### config.mk
export PLATFORM = sky130hd
export DESIGN_NAME = alu_exec
export DESIGN_NICKNAME = d
export VERILOG_FILES = /design/src/rtl/alu_pkg.sv /design/src/rtl/alu_mul_iter.sv /design/src/rtl/alu_exec.sv
export SDC_FILE = /design/constraint.sdc
export NUM_CORES = 1
export LEC_CHECK = 0
export ABC_AREA = 1
export CAP_MARGIN = 20
export CORE_ASPECT_RATIO = 2
export CORE_MARGIN = 8
export CORE_UTILIZATION = 52
export CTS_CLUSTER_DIAMETER = 200
export DETAILED_ROUTE_END_ITERATION = 16
export PLACE_DENSITY = 0.88
export SYNTH_ARGS = -nofsm -noshare
export SYNTH_HDL_FRONTEND = slang
export SYNTH_SLANG_ARGS = --single-unit
### constraint.sdc
create_clock -name clk_i -period 1.4 [get_ports clk_i]
set_input_delay 0.35 -clock clk_i [delete_from_list [all_inputs] [get_ports clk_i]]
set_output_delay 0.35 -clock clk_i [all_outputs]
set_load 0.005 [all_outputs]
### src/rtl/alu_pkg.sv
// alu_pkg: opcodes and FSM states for alu_exec; MUL state exists only with ALU_EXEC_MUL_EN.
package alu_pkg;
  localparam logic [3:0] OP_AND = 4'b0000;
  localparam logic [3:0] OP_OR  = 4'b0001;
  localparam logic [3:0] OP_ADD = 4'b0010;
  localparam logic [3:0] OP_SUB = 4'b0110;
  localparam logic [3:0] OP_SLT = 4'b0111;
  localparam logic [3:0] OP_NOR = 4'b1100;
  localparam logic [3:0] OP_MUL = 4'b1000;
`ifdef ALU_EXEC_MUL_EN
  typedef enum logic [1:0] {IDLE, MUL, DONE} state_t;
`else
  typedef enum logic [1:0] {IDLE, DONE} state_t;
`endif
endpackage

### src/rtl/alu_mul_iter.sv
// alu_mul_iter: iterative shift-add multiplier, WIDTH steps after start, low-half product.
module alu_mul_iter #(
  parameter int WIDTH = 32
) (
  input  logic             clk,
  input  logic             rst,
  input  logic             start,
  input  logic [WIDTH-1:0] a,
  input  logic [WIDTH-1:0] b,
  output logic             done,
  output logic [WIDTH-1:0] product
);
  localparam int CW = $clog2(WIDTH + 1);
  logic [WIDTH-1:0] mcand, mplier;
  logic [CW-1:0] cnt;
  logic busy;
  assign done = busy && cnt == CW'(WIDTH);
  always_ff @(posedge clk or posedge rst)
    if (rst) begin
      mcand <= '0;
      mplier <= '0;
      product <= '0;
      cnt <= '0;
      busy <= 1'b0;
    end else if (start) begin
      mcand <= a;
      mplier <= b;
      product <= '0;
      cnt <= '0;
      busy <= 1'b1;
    end else if (done) begin
      busy <= 1'b0;
    end else if (busy) begin
      product <= product + (mplier[0] ? mcand : '0);
      mcand <= mcand << 1;
      mplier <= mplier >> 1;
      cnt <= cnt + CW'(1);
    end
endmodule

### src/rtl/alu_exec.sv
// alu_exec: handshaked ALU execution unit with registered result and flags.
// Define ALU_EXEC_MUL_EN to enable the iterative multiplier (code 1000).
module alu_exec
  import alu_pkg::*;
#(
  parameter int WIDTH = 32
) (
  input  logic             clk_i,
  input  logic             rst_i,
  input  logic             valid_i,
  output logic             ready_o,
  input  logic [3:0]       ALUCtrl_i,
  input  logic [WIDTH-1:0] src1_i,
  input  logic [WIDTH-1:0] src2_i,
  output logic             valid_o,
  input  logic             ready_i,
  output logic [WIDTH-1:0] result_o,
  output logic             zero_o,
  output logic             overflow_o,
  output logic             illegal_o
);
  state_t state, next, acc_state;
  logic accept, legal, slt, ovf_add, ovf_sub, ovf, mul_code, ovf_q, ill_q;
  logic [WIDTH-1:0] add_r, sub_r, alu_r, result_q;
  assign ready_o = state == IDLE || (state == DONE && ready_i);
  assign valid_o = state == DONE;
  assign accept = valid_i && ready_o;
  assign result_o = result_q;
  assign zero_o = valid_o && result_q == '0;
  assign overflow_o = ovf_q;
  assign illegal_o = ill_q;
`ifdef ALU_EXEC_MUL_EN
  logic mul_done;
  logic [WIDTH-1:0] product;
  assign mul_code = ALUCtrl_i == OP_MUL;
  assign acc_state = mul_code ? MUL : DONE;
  alu_mul_iter #(.WIDTH(WIDTH)) u_mul (
    .clk(clk_i), .rst(rst_i), .start(accept && mul_code),
    .a(src1_i), .b(src2_i), .done(mul_done), .product(product)
  );
`else
  assign mul_code = 1'b0;
  assign acc_state = DONE;
`endif
  always_comb begin
    add_r = src1_i + src2_i;
    sub_r = src1_i - src2_i;
    ovf_add = src1_i[WIDTH-1] == src2_i[WIDTH-1] && add_r[WIDTH-1] != src1_i[WIDTH-1];
    ovf_sub = src1_i[WIDTH-1] != src2_i[WIDTH-1] && sub_r[WIDTH-1] != src1_i[WIDTH-1];
    slt = sub_r[WIDTH-1] ^ ovf_sub;
    ovf = ALUCtrl_i == OP_ADD ? ovf_add : ALUCtrl_i == OP_SUB ? ovf_sub : 1'b0;
    alu_r = ALUCtrl_i == OP_AND ? src1_i & src2_i :
            ALUCtrl_i == OP_OR  ? src1_i | src2_i :
            ALUCtrl_i == OP_ADD ? add_r :
            ALUCtrl_i == OP_SUB ? sub_r :
            ALUCtrl_i == OP_SLT ? {{(WIDTH-1){1'b0}}, slt} :
            ALUCtrl_i == OP_NOR ? ~(src1_i | src2_i) : '0;
    legal = ALUCtrl_i == OP_AND || ALUCtrl_i == OP_OR || ALUCtrl_i == OP_ADD ||
            ALUCtrl_i == OP_SUB || ALUCtrl_i == OP_SLT || ALUCtrl_i == OP_NOR || mul_code;
  end
  always_comb begin
    next = state;
    if (accept) next = acc_state;
    else if (state == DONE && ready_i) next = IDLE;
`ifdef ALU_EXEC_MUL_EN
    if (state == MUL && mul_done) next = DONE;
`endif
  end
  always_ff @(posedge clk_i or posedge rst_i)
    if (rst_i) begin
      state <= IDLE;
      result_q <= '0;
      ovf_q <= 1'b0;
      ill_q <= 1'b0;
    end else begin
      state <= next;
      if (accept) begin
        result_q <= alu_r;
        ovf_q <= ovf;
        ill_q <= ~legal;
      end
`ifdef ALU_EXEC_MUL_EN
      if (state == MUL && mul_done) result_q <= product;
`endif
    end
endmodule

==> run_results.csv, run 1 <==
group,metric,value,unit
global_routing,grt_max_degree,36,
clock_network,clockBufferDepth,2,
floorplan,die_w,104,um
synth,synth_area_per_cell,5.55,um2
global_routing,grt_first_pass_wirelength,115000,um
placement,place_ws,-2060,ps
synth,yosysUniqueCellTypes,50,
clock_network,clockRootBuffer,"clkbuf_16",
floorplan,io_pins,109,
global_routing,overflow,580,
floorplan,rows,64,
status,status,"stopped before the end",
status,error,"[ERROR GRT-0116] Global routing finished with congestion. Check the congestion regions in the DRC Viewer.",
status,stop_stage,"global routing",
synth,netlist_area,8110,um2
synth,synth_cells,1462,
synth,synth_edf_count,0,
synth,synth_seq_cells,35,
floorplan,start_util,0.530,
placement,portBuffers,108,
global_routing,track_usage,0.740,
synth,synth-async-reset-ratio,1.00,
clock_network,clock_sinks,35,
synth,seq_area_frac_synth,0.108,
global_routing,grt_pass1_vias,17100,
clock_network,cts_buffers,5,
placement,hpwl,32100,um
synth,ys_warn_count,0,
floorplan,die_h,193,um
placement,gp_congestion,1.15,
synth,synth_fp_nets,1632,
synth,synth_ff_type,"dfrtp_1",
clock_network,htreeDepth,2,
placement,dp_cells,2037,
## layer usage
metal	track usage	overflow
met5	0.137	0
met4	0.831	162
met3	0.547	6
met2	0.980	406
met1	0.677	6
## what timing repair did
item / CTS
setup buffers: 93
cloned: 1
gates resized for setup: 707
hold buffers: 0
endpoints found under the setup margin: 71
pin swaps: 166
## cell usage after synthesis (all sizes together) (3+ instances only)
master | number | area [um2]
nand2 | 472 | 1830
inv | 301 | 1130
nor2 | 164 | 678
nand3 | 111 | 606
ha | 95 | 1190
o21ai | 67 | 335
a21oi | 56 | 295
dfrtp | 35 | 876
buf | 32 | 236
nand4 | 29 | 181
nor3 | 19 | 138
or2 | 12 | 75.1
clkbuf | 11 | 42.5
xor2 | 11 | 96.3
o21bai | 8 | 71.3
and2 | 6 | 37.5
nor4 | 5 | 31.3
a22oi | 3 | 22.5
fa | 3 | 60.1
or4 | 3 | 22.5
## stage by stage
stage               instance area (um2)  hold WS (ps)  setup TNS, ps
floorplan                          8790           479         -13570
global placement                  12200           508         -48290
detailed placement                12200           552         -51740
CTS                               14100           412         -26460
## cells by family after synthesis
| kind of cell | count (synthesis) | share of synthesized area |
|---|---|---|
| and+or+nand+nor | 826 | 0.450 |
| AOI/OAI and AO/OA | 146 | 0.102 |
| adders and majority gates | 98 | 0.154 |
| xor gates and xnor gates | 11 | 0.0119 |
| DFF | 35 | 0.108 |
| buffers and inverters | 346 | 0.175 |
==> inputs of run 2 (changes only) <==
--- a/config.mk
+++ b/config.mk
@@ -7,12 +7,10 @@
 export LEC_CHECK = 0
 export ABC_AREA = 1
 export CAP_MARGIN = 20
-export CORE_ASPECT_RATIO = 2
 export CORE_MARGIN = 8
-export CORE_UTILIZATION = 52
-export CTS_CLUSTER_DIAMETER = 200
+export CORE_UTILIZATION = 40
 export DETAILED_ROUTE_END_ITERATION = 16
-export PLACE_DENSITY = 0.88
+export PLACE_DENSITY_LB_ADDON = 0.15
 export SYNTH_ARGS = -nofsm -noshare
 export SYNTH_HDL_FRONTEND = slang
 export SYNTH_SLANG_ARGS = --single-unit
==> constraint.sdc (replaced) <==
create_clock -name clk_i -period 1.8 [get_ports clk_i]
set_input_delay 0.45 -clock clk_i [delete_from_list [all_inputs] [get_ports clk_i]]
set_output_delay 0.45 -clock clk_i [all_outputs]
set_load 0.005 [all_outputs]
==> run 2 against run 1 <==
Compared with the run above: the flow now finishes, with violations (setup timing); synthesized cell count unchanged; area after synthesis stayed put.
==> run_results.csv, run 2 <==
group,metric,value,unit
synth,synth_area_leader_cell,"nand2_1",
floorplan,rows,52,
placement,hpwl,29800,um
synth,synth_seq_cells,35,
synth,seq_area_frac_synth,0.108,
timing,setup_violations,32,
timing,slew_headroom,0.691,
placement,portBuffers,108,
synth,synthTopCellsByArea,"nand2_1 21%, ha_1 15%, inv_1 13%",
floorplan,die_h,158,um
floorplan,start_util,0.405,
clock_network,clkTransAtPathRegs,50,ps
timing,skew,5.14,ps
cells_and_area,syn_to_final_growth,87.0,%
floorplan,die-area,25100,um2
synth,netlist_area,8110,um2
synth,synth_cells,1462,
cells_and_area,fillers,1623,
critical_path,endpoint_kind,"flop",
synth,synthMuxAreaShare,0,
hold_path,hp-start,"illegal_o",
floorplan,io_pins,109,
critical_path,rr_worst_depth,9,
hold_path,hold_path_class,"reg -> reg",
global_routing,track_usage,0.298,
routing,dr.pass1.iters,5,
synth,synth_ff_type,"dfrtp_1",
cells_and_area,layout-drive-gt1-share,0.531,
timing,fin_ws,-845,ps
clock_network,clockBufferDepth,2,
synth,synth_area_per_cell,5.55,um2
job,maxCapViolCount,0,
routing,wl,38800,um
clock_network,cts_tree,"done",
cells_and_area,antenna_cells,0,
synth,synth_top_area_frac,0.208,
critical_path,crit_path_start_kind,"input port",
cells_and_area,final_common_cell,"buf_4",
routing,drt_iter0_drc,826,
clock_network,clk_latency,280,ps
synth,synth_edf_count,0,
floorplan,die_w,158,um
critical_path,worstPathArrival,2810,ps
placement,gp_congestion,1.00,
global_routing,antenna_found_initial,0,
critical_path,r2r_slack,210,ps
status,status,"complete, but fails checks",
critical_path,timing.rr.start,"state[0]",
cells_and_area,final_cell_mix,"348 x buf_4, 307 x nand2_1, 182 x inv_1",
synth,ys_warn_count,0,
global_routing,overflow,0,
timing,finalMaxSlewViolations,0,
timing,tightest_slew,458,ps
synth,yosysMostFrequentCell,"nand2_1",
routing,vias,11400,
cells_and_area,largest_reg_flops,32,
cells_and_area,nNetsFinal,2121,
status,violations,"setup timing",
placement,place_ws,-1700,ps
synth,synth-xor-area-share,0.0119,
clock_network,clockRootBuffer,"clkbuf_16",
routing,wl_per_cell,17.5,um
routing,ant_nets,0,
global_routing,grt_pass1_vias,11300,
clock_network,cts_buffers,5,
synth,synth-async-reset-ratio,1.00,
clock_network,clock_sinks,35,
cells_and_area,final_cell_area,15200,um2
power,leakagePower,7.95,nW
critical_path,crit_path_max_fanout,3,
synth,yosysUniqueCellTypes,50,
synth,synth_top_family_by_area,"simple AND/OR/NAND/NOR gates",
clock_network,htreeDepth,2,
routing,drc_errors,0,
floorplan,coreArea,20000,um2
routing,avgViaCountPerCell,5.13,
timing,hold_viol_final,0,
timing,grt_setup_unrepaired,"yes",
power,pwr_density_cell,433,nW/um2
critical_path,crit_required,1960,ps
critical_path,reg2reg_to,"result_o[14]",
timing,period_needed,2650,ps
hold_path,whs_endpoint,"illegal_o",
synth,synth-simple-area-share,0.450,
synth,synth_fa_ha_area_frac,0.154,
timing,clock.fmax,0.378,GHz
synth,synthTopCellsByCount,"450 x nand2_1, 288 x inv_1, 145 x nor2_1",
global_routing,grt_first_pass_wirelength,58200,um
hold_path,holdPathStages,1,
power,ir_worst_vdd,0.321,mV
critical_path,critPathKind,"in -> reg",
synth,synth_compound_area_frac,0.102,
placement,placed_area,12400,um2
synth,synth_fp_nets,1632,
timing,period_share,1.47,
global_routing,grt_max_degree,36,
## run 2: through the flow
stage | util | power [mW] | instances | TNS, ps | hold WS, ps
after floorplan | - | 2.77 | 1462 | -5600 | 479
after global placement | 0.619 | 4.56 | 2135 | -39480 | 493
after detailed placement | 0.619 | 4.61 | 2135 | -40820 | 501
after CTS | 0.707 | 6.02 | 2203 | -14840 | 512
after global routing | 0.756 | 6.95 | 2221 | -17360 | 538
final | 0.756 | 6.57 | 2221 | -14610 | 510
## run 2: worst max-delay path by stage
stage | cells after the start | endpoint | from
after global placement | 19 | result_o[31] | src2_i[24]
after global routing | 20 | result_o[0] | src2_i[6]
after detailed placement | 21 | overflow_o | src2_i[4]
final | 20 | overflow_o | src2_i[2]
after CTS | 21 | overflow_o | src2_i[4]
after floorplan | 20 | overflow_o | src2_i[4]
## run 2: metal layers
metal  GRT usage  share of wire
met2       0.485           0.45
met1       0.390           0.42
met5           0              0
met4       0.129          0.048
met3      0.0345          0.083
## run 2: final cells by class
cell class / instances / area (um2) / share of cell area
multi-input cells: 1081 / 8060 / 0.532
repair buffers: 525 / 4490 / 0.296
inverters: 303 / 1250 / 0.0825
flip-flops and latches: 35 / 876 / 0.0578
well taps: 270 / 338 / 0.0223
clock buffers: 6 / 139 / 0.00916
clock inverters: 1 / 5.00 / 0.000330
## run 2: repair_timing
item / 4_1_cts / 5_1_grt
resized for setup: 588 / 293
pin swaps: 165 / 180
gates cloned: 1 / 0
setup endpoints to repair: 36 / 33
hold buffers: 0 / 0
setup buffers: 74 / 41
## run 2: logic make-up (layout without fill, tap and decap cells)
logic type | Yosys count | in the layout
adders and majority gates | 98 | 98
and+or+nand+nor | 826 | 826
AOI/OAI and AO/OA | 146 | 146
DFF | 35 | 35
buffers and inverters | 346 | 835
xor gates and xnor gates | 11 | 11
## run 2: worst max-delay path, cell delays in order
cell and delay, ps:
buf_4 100, inv_4 40, ha_4 300, inv_4 50, nand2_4 70, nand2_2 60, nand2_2 70, nand3_4 120
nand2_2 130, nand3_4 110, nand2_4 90, nand2_4 60, nand2_4 70, nand2_4 50, a21oi_4 130, fa_2 470
o21ai_2 170, a21oi_2 50, a21oi_2 120, a21oi_1 80
## run 2: power breakdown
part | internal, mW | switching [mW] | total [mW]
clock | 0.538 | 0.294 | 0.832
combinational | 2.27 | 2.51 | 4.78
sequential | 0.898 | 0.0587 | 0.956
total | 3.71 | 2.86 | 6.57
Note: power is estimated with default switching activity, not from simulation.
